==> config.mk <==
export PLATFORM = sky130hd
export DESIGN_NAME = replacement_ctrl
export DESIGN_NICKNAME = d
export VERILOG_FILES = /design/src/rtl/replacement_ctrl.sv
export SDC_FILE = /design/constraint.sdc
export NUM_CORES = 1
export LEC_CHECK = 0
export BUFFER_PORTS_ARGS = -buffer_cell sky130_fd_sc_hd__buf_2
export CAP_MARGIN = 20
export CORE_AREA = 2 2 78 80
export CTS_CLUSTER_DIAMETER = 60
export DETAILED_ROUTE_END_ITERATION = 12
export DIE_AREA = 0 0 80 82
export PLACE_DENSITY = 0.78
export SLEW_MARGIN = 20
export SYNTH_ARGS = -nofsm -noshare
export SYNTH_HDL_FRONTEND = slang
export SYNTH_SLANG_ARGS = --single-unit
==> constraint.sdc <==
create_clock -name clk -period 3.3 [get_ports clk]
set_clock_uncertainty 0.05 [all_clocks]
set_input_delay 0.33 -clock clk [delete_from_list [all_inputs] [get_ports clk]]
set_output_delay 0.33 -clock clk [all_outputs]
set_load 0.05 [all_outputs]
==> src/rtl/replacement_ctrl.sv <==
// Replacement sequencer between cache front-end, replacement policy and refill engine:
// hit policy updates, miss victim selection with refill handshake, saturating statistics.
module replacement_ctrl #(
  parameter int N_WAYS     = 8,
  parameter int LINE_OFF_W = 4,
  parameter int NWAY_W     = $clog2(N_WAYS),
  parameter int CNT_W      = 16
) (
  input  logic                  clk,
  input  logic                  reset,
  input  logic                  req_valid,
  output logic                  req_ready,
  input  logic [LINE_OFF_W-1:0] req_line_addr,
  input  logic [N_WAYS-1:0]     req_way_hit,
  input  logic [N_WAYS-1:0]     req_line_valid,
  output logic                  req_done,
  output logic [N_WAYS-1:0]     victim_way,
  output logic                  rp_write_en,
  output logic [LINE_OFF_W-1:0] rp_line_addr,
  output logic [N_WAYS-1:0]     rp_way_hit,
  input  logic [N_WAYS-1:0]     rp_way_select,
  output logic                  refill_req,
  input  logic                  refill_ack,
  input  logic                  refill_done,
  output logic [NWAY_W-1:0]     refill_way_bin,
  output logic [LINE_OFF_W-1:0] refill_line_addr,
  input  logic                  stat_clear,
  output logic [CNT_W-1:0]      hit_cnt,
  output logic [CNT_W-1:0]      miss_cnt
);

  typedef enum logic [2:0] {
    IDLE        = 3'd0,
    VICTIM      = 3'd1,
    REFILL_REQ  = 3'd2,
    REFILL_WAIT = 3'd3,
    UPDATE      = 3'd4
  } state_t;

  localparam logic [CNT_W-1:0] CNT_MAX = {CNT_W{1'b1}};
  localparam logic [CNT_W-1:0] CNT_ONE = {{(CNT_W-1){1'b0}}, 1'b1};

  state_t                state_r;
  state_t                state_s;
  logic [LINE_OFF_W-1:0] addr_r;
  logic [N_WAYS-1:0]     valid_r;
  logic [N_WAYS-1:0]     victim_r;
  logic                  done_r;
  logic [CNT_W-1:0]      hit_cnt_r;
  logic [CNT_W-1:0]      miss_cnt_r;

  logic                  hit_acc_s;
  logic                  miss_acc_s;
  logic                  req_ready_s;
  logic                  rp_write_en_s;
  logic                  refill_req_s;
  logic [LINE_OFF_W-1:0] rp_line_addr_s;
  logic [N_WAYS-1:0]     rp_way_hit_s;
  logic [N_WAYS-1:0]     victim_sel_s;

  // Lowest-index way whose valid bit is clear; zero when every way is valid.
  function automatic logic [N_WAYS-1:0] first_invalid(input logic [N_WAYS-1:0] valid);
    logic [N_WAYS-1:0] sel;
    sel = '0;
    for (int i = N_WAYS - 1; i >= 0; i--) begin
      if (!valid[i]) begin
        sel    = '0;
        sel[i] = 1'b1;
      end
    end
    return sel;
  endfunction

  function automatic logic [NWAY_W-1:0] onehot_to_bin(input logic [N_WAYS-1:0] oh);
    logic [NWAY_W-1:0] bin;
    bin = '0;
    for (int i = 0; i < N_WAYS; i++) begin
      if (oh[i]) begin
        bin = bin | NWAY_W'(i);
      end
    end
    return bin;
  endfunction

  // Request classification and victim choice; a multi-hot hit vector still counts as a hit.
  always_comb begin
    hit_acc_s    = 1'b0;
    miss_acc_s   = 1'b0;
    victim_sel_s = '0;
    if (state_r == IDLE && req_valid) begin
      hit_acc_s  = |req_way_hit;
      miss_acc_s = ~|req_way_hit;
    end else begin
      hit_acc_s  = 1'b0;
      miss_acc_s = 1'b0;
    end
    if (&valid_r) begin
      victim_sel_s = rp_way_select;
    end else begin
      victim_sel_s = first_invalid(valid_r);
    end
  end

  // Next-state decode and handshake outputs.
  always_comb begin
    state_s        = state_r;
    req_ready_s    = 1'b0;
    rp_write_en_s  = 1'b0;
    rp_way_hit_s   = '0;
    refill_req_s   = 1'b0;
    rp_line_addr_s = addr_r;
    case (state_r)
      IDLE: begin
        req_ready_s    = 1'b1;
        rp_line_addr_s = req_line_addr;
        if (hit_acc_s) begin
          rp_write_en_s = 1'b1;
          rp_way_hit_s  = req_way_hit;
          state_s       = IDLE;
        end else if (miss_acc_s) begin
          state_s = VICTIM;
        end else begin
          state_s = IDLE;
        end
      end
      VICTIM: begin
        state_s = REFILL_REQ;
      end
      REFILL_REQ: begin
        refill_req_s = 1'b1;
        // A done without an ack implies the ack as well.
        if (refill_done) begin
          state_s = UPDATE;
        end else if (refill_ack) begin
          state_s = REFILL_WAIT;
        end else begin
          state_s = REFILL_REQ;
        end
      end
      REFILL_WAIT: begin
        if (refill_done) begin
          state_s = UPDATE;
        end else begin
          state_s = REFILL_WAIT;
        end
      end
      UPDATE: begin
        rp_write_en_s = 1'b1;
        rp_way_hit_s  = victim_r;
        state_s       = IDLE;
      end
      default: begin
        state_s = IDLE;
      end
    endcase
  end

  // State, latched miss context, victim register and completion pulse.
  always_ff @(posedge clk) begin
    if (reset) begin
      state_r  <= IDLE;
      addr_r   <= '0;
      valid_r  <= '0;
      victim_r <= '0;
      done_r   <= 1'b0;
    end else begin
      state_r <= state_s;
      done_r  <= hit_acc_s | (state_r == UPDATE);
      if (miss_acc_s) begin
        addr_r  <= req_line_addr;
        valid_r <= req_line_valid;
      end
      // Victim held from REFILL_REQ through UPDATE, cleared on return to IDLE.
      if (state_r == VICTIM) begin
        victim_r <= victim_sel_s;
      end else if (state_r == UPDATE) begin
        victim_r <= '0;
      end
    end
  end

  // Saturating statistics; reset beats clear, clear beats increment.
  always_ff @(posedge clk) begin
    if (reset) begin
      hit_cnt_r  <= '0;
      miss_cnt_r <= '0;
    end else if (stat_clear) begin
      hit_cnt_r  <= '0;
      miss_cnt_r <= '0;
    end else begin
      if (hit_acc_s && hit_cnt_r != CNT_MAX) begin
        hit_cnt_r <= hit_cnt_r + CNT_ONE;
      end
      if (miss_acc_s && miss_cnt_r != CNT_MAX) begin
        miss_cnt_r <= miss_cnt_r + CNT_ONE;
      end
    end
  end

  assign req_ready        = req_ready_s;
  assign req_done         = done_r;
  assign victim_way       = victim_r;
  assign rp_write_en      = rp_write_en_s;
  assign rp_line_addr     = rp_line_addr_s;
  assign rp_way_hit       = rp_way_hit_s;
  assign refill_req       = refill_req_s;
  assign refill_way_bin   = onehot_to_bin(victim_r);
  assign refill_line_addr = addr_r;
  assign hit_cnt          = hit_cnt_r;
  assign miss_cnt         = miss_cnt_r;

endmodule

# Word-level counts from Yosys, hierarchy flattened
# Cells that the tools add are included.
# op_classes
muxes,33
n_reduce_logical,9
n_bitwise,1
eq_ne,6
add_sub_neg,2
# ops
operator,count
$mux 8,12
$add 16x1->16 const B,2
$ne 16x16->1 const B,2
$mux 3,6
$pmux 8 s2,1
$pmux 3 s4,1
$mux 1,9
$reduce_and 8->1,1
$reduce_or 8->1,1
$eq 3x2->1 const B,2
$mux 2,2
$mux 4,1
$eq 3x1->1 const B,1
$eq 3x3->1 const B,1
$logic_and 1x1->1,3
$logic_not 3->1,1
$pmux 1 s2,1
$reduce_bool 2->1,1
$reduce_or 2->1,1
$logic_not 1->1,1
$or 1x1->1,1
# word_totals
word_cells,58
regBits,56
input_bits,34

# Depth between registers and ports, before layout
# logic_depth
ltp_word,10
depth_mapped,8

# Worst setup path before layout
# OpenSTA, ideal clock, no wires.
# synth_timing
path_kind,register -> output
from,register state_r[2]
to,output rp_line_addr[0]
slack_ns,0.537
path_stages_with_launch,4
arrival_ns,2.383
required_time_ns,2.920
cell_sequence,dfxtp_1 buf_2 nor3_1 mux2_2
# synth_between
elab_chain_len,2
# synth_rtl
element,line_no,rtl
start: declaration,43,state_t state_r;
start signal: assignment,167,state_r <= state_s;
$logic_not 3->1,112,case (state_r)
$mux 4,112,
end: declaration,19,"output logic [LINE_OFF_W-1:0] rp_line_addr,"
# No other way between the ends.

# Final worst setup path
# layout_timing
from,register state_r[2]
to,"register miss_cnt_r[15], in the netlist miss_cnt[15]"
# layout_between
elab_chain_len,4
# layout_rtl
element,line_no,rtl
$logic_not 3->1,90,if (state_r == IDLE && req_valid) begin
$logic_and 1x1->1,90,
$mux 1,90,
$logic_and 1x1->1,194,if (miss_acc_s && miss_cnt_r != CNT_MAX) begin
end signal: assignment,195,miss_cnt_r <= miss_cnt_r + CNT_ONE;
end: declaration,50,logic [CNT_W-1:0] miss_cnt_r;
# No other way between the ends.
# A chain may end at the register's enable or synchronous reset.

==> impl_metrics.csv <==
group,metric,value,unit
logic_synthesis,synthArstFlopShare,0,%
finish,mostFrequentLayoutCell,"buf_2",
critical_path,rrSetupSlack,0.68,ns
sta,rsz0062_at_grt,"false",
clock_network,clkSinkCount,56,
floorplanning,chipHeight,82,µm
clock_network,hold_buffers,0,
detailed_routing,viasPerCell,5.48,
sta,max_freq,0.382,GHz
placed_design,io_buffers,96,
global_route,antenna_found_initial,0,
finish,layout_common_cells,"buf_2 (96), dfxtp_1 (56), nor2_1 (51)",
power,switching_power,0.288,mW
detailed_routing,drtPass1Iterations,4,
clock_network,ctsResizeCount,0,
logic_synthesis,synth_edf_count,0,
floorplanning,die_area,6560,µm²
detailed_routing,ant_nets,0,
detailed_routing,drt_wl_total,6560,µm
power,power.total,1.23,mW
clock_network,postCtsSetupRepairBufs,0,
sta,period_minus_slack,2.62,ns
critical_path,required,3.50,ns
critical_path,cp.buffers_inverters,0,
finish,final_area,3390,µm²
clock_network,cts_buffers,5,
global_route,grt-ovfl-total,0,
sta,setup_viol,0,
run,maxCapViolCount,0,
power,powerDensity,361,nW/µm²
worst_hold_path,holdPathEnd,"valid_r[2]",
critical_path,r2r_cells,5,
global_route,grt_pass1_vias,2344,
power,p_seq_share,55.4,%
sta,tightest_slew,0.868,ns
critical_path,setup.worst_path.end_class,"flip-flop",
critical_path,start_kind,"flip-flop",
status,status,"completed",
power,vdd_ir_drop_max,217,µV
sta,maxSlewHeadroom,42.1,%
placed_design,place_congestion,0.809,
logic_synthesis,ys_warn_count,0,
critical_path,crit_chain,"or4b_1 > or3_1 > nor3_4 > or4b_1 > o21ai_1",
sta,fin_crit_sh,79.3,%
floorplanning,start_util,47.7,%
power,intPower,0.937,mW
sta,drv_slew,0,
power,swShare,23.5,%
logic_synthesis,ys.flop_type,"dfxtp_1",
logic_synthesis,synth.distinct_cells,48,
logic_synthesis,ys_seq_elements,56,
floorplanning,die_w,80,µm
global_route,gr-usage-all-layers,20.3,%
clock_network,h-tree-depth,2,
detailed_routing,routedWlPerCell,13.4,µm
clock_network,clockBufferDepth,2,
placed_design,placed_area,3280,µm²
critical_path,cp_max_fo,14,
critical_path,crit_family,"simple AND/OR/NAND/NOR gates",
logic_synthesis,synth_area_per_cell,8.56,µm²
worst_hold_path,min_path_type,"input pin to flip-flop",
critical_path,worst_r2r_endpoint,"miss_cnt[15]",
power,clockPowerShare,36.1,%
power,power_frac_comb,8.6,%
worst_hold_path,min_from,"req_line_valid[2]",
finish,num_antenna_cells,0,
critical_path,rr_startpoint,"state_r[2]",
sta,fin_tns_setup,0,ns
global_route,grt_max_degree,27,
floorplanning,core,5750,µm²
logic_synthesis,syn_area,2740,µm²
finish,drive_above_1_share,28.6,%
floorplanning,core.rowCount,28,
critical_path,crit_top_cell,"or4b_1",
logic_synthesis,synthCells,320,
critical_path,crit_type,"flip-flop to flip-flop",
critical_path,cp_data_arrival_time,2.81,ns
clock_network,clockRootBuffer,"clkbuf_8",
finish,area_growth,23.7,%
clock_network,cts.clk_slew.worst_paths,0.10,ns
global_route,grt_pass1_wl,10600,µm
power,total_leakage_power,1.49,nW
critical_path,slowest_delay,0.64,ns
detailed_routing,drtIter0Drc,126,
logic_synthesis,synth-seq-area-share,40.9,%
finish,final_nets,448,
worst_hold_path,min_delay_path_depth,3,
floorplanning,ioPinCount,97,
sta,hold_viol,0,
clock_network,cts_tree,"done",
logic_synthesis,synth_nets,356,
detailed_routing,vias,2673,
critical_path,critPathSlowestCell,"or3_1",
detailed_routing,drc,0,
placed_design,dp_hpwl,4920,µm
clock_network,clkLatencyLatePin,0.31,ns
-- synthesized netlist by cell type, types with 2 or more instances --
master	number	share of area (%)
or4_1	6	1.6
a21oi_1	10	1.8
nand3b_1	2	0.55
nor2b_1	3	0.69
nor2_1	51	7.0
clkbuf_1	11	1.5
ha_1	2	0.91
xnor2_1	19	6.1
nand3_1	9	1.6
o211ai_1	2	0.55
nand4_1	9	2.1
or3_1	3	0.69
and4_1	5	1.6
nor4b_1	4	1.3
nor3b_1	3	0.82
a211oi_1	2	0.55
dfxtp_1	56	41
or4b_1	2	0.73
o21ai_0	7	1.3
and3_1	3	0.69
nor3_1	15	2.7
nor4_1	4	0.91
buf_2	3	0.55
nand2b_1	2	0.46
o21ai_1	2	0.37
a22o_1	8	2.6
and2_1	2	0.46
a32oi_1	2	0.64
mux2_2	4	1.6
inv_1	2	0.27
a41o_1	3	1.1
xor2_1	3	0.96
a31oi_1	3	0.69
buf_6	2	0.82
nand2_1	32	4.4
mux2i_1	12	4.4
-- worst reg2reg max path, cell delays in order (launching register included) --
cell     delay (ns)
dfxtp_1        0.43
or4b_1         0.55
or3_1          0.64
nor3_4         0.35
or4b_1         0.45
o21ai_1        0.09
-- cells by family (layout without fill, tap and decap cells) --
family,after synthesis,in the layout,share of synthesized area [%]
AO/OA/AOI/OAI,45,45,11.4
XOR/XNOR,22,22,7.03
adder cells (fa/ha/maj),2,2,0.913
buffers and inverters,19,112,3.29
flip-flops,56,56,40.9
multiplexers,16,16,6.03
AND/OR/NAND/NOR,160,160,30.5
-- how the worst max path moves through the flow --
stage,start,endpoint,slack (ns),depth (start not counted)
after floorplan,state_r[2],rp_line_addr[0],0.54,3
after global placement,req_way_hit[4],miss_cnt[15],0.72,6
after detailed placement,req_way_hit[4],miss_cnt[15],0.65,6
after CTS,state_r[2],miss_cnt[15],0.68,5
after global routing,state_r[2],miss_cnt[15],0.53,5
final,state_r[2],miss_cnt[15],0.68,5
-- state kept, by name, summed over array words and instances (netlist names) --
register          cells
state_r               3
refill_line_addr      4
req_done              1
victim_way            8
hit_cnt              16
valid_r               8
miss_cnt             16
-- power by group through the flow --
| stage | Combinational [mW] | Sequential, mW | Clock [mW] |
|---|---|---|---|
| finish | 0.105 | 0.678 | 0.442 |
| detailed placement | 0.105 | 0.694 | 0 |
| CTS | 0.105 | 0.679 | 0.455 |
| global placement | 0.104 | 0.694 | 0 |
| floorplan | 0.0609 | 0.700 | 0 |
| global route | 0.113 | 0.679 | 0.484 |
-- cell type report --
| cell class | count | area, µm² |
|---|---|---|
| Inverter | 2 | 7.51 |
| Fill cell | 555 | 2350 |
| Clock inverter | 2 | 35.0 |
| Tap cell | 75 | 93.8 |
| Timing Repair Buffer | 102 | 526 |
| Sequential cell | 56 | 1120 |
| Multi-Input combinational cell | 245 | 1540 |
| Clock buffer | 6 | 72.6 |
-- per-stage QoR --
stage / utilization, % / std cells / setup WS, ns / hold WS, ns
4_1_cts: 59.0 / 488 / 0.681 / 0.197
3_5_place_dp: 57.1 / 480 / 0.652 / 0.445
2_1_floorplan: - / 320 / 0.537 / 0.420
6_report: 59.0 / 488 / 0.681 / 0.206
3_3_place_gp: 57.1 / 480 / 0.720 / 0.424
5_1_grt: 59.0 / 488 / 0.527 / 0.195
-- layer usage --
layer  vias up  routed length, µm  part of all wire, %  global-route usage, %
met2        88               3180                   48                   34.7
met4         0                 73                  1.1                   5.08
met3         8                434                  6.6                   5.93
li1       1332                  -                    -                      -
met5         -                  0                    0                      0
met1      1245               2870                   44                   25.3
(Power assumes the default switching activity.)
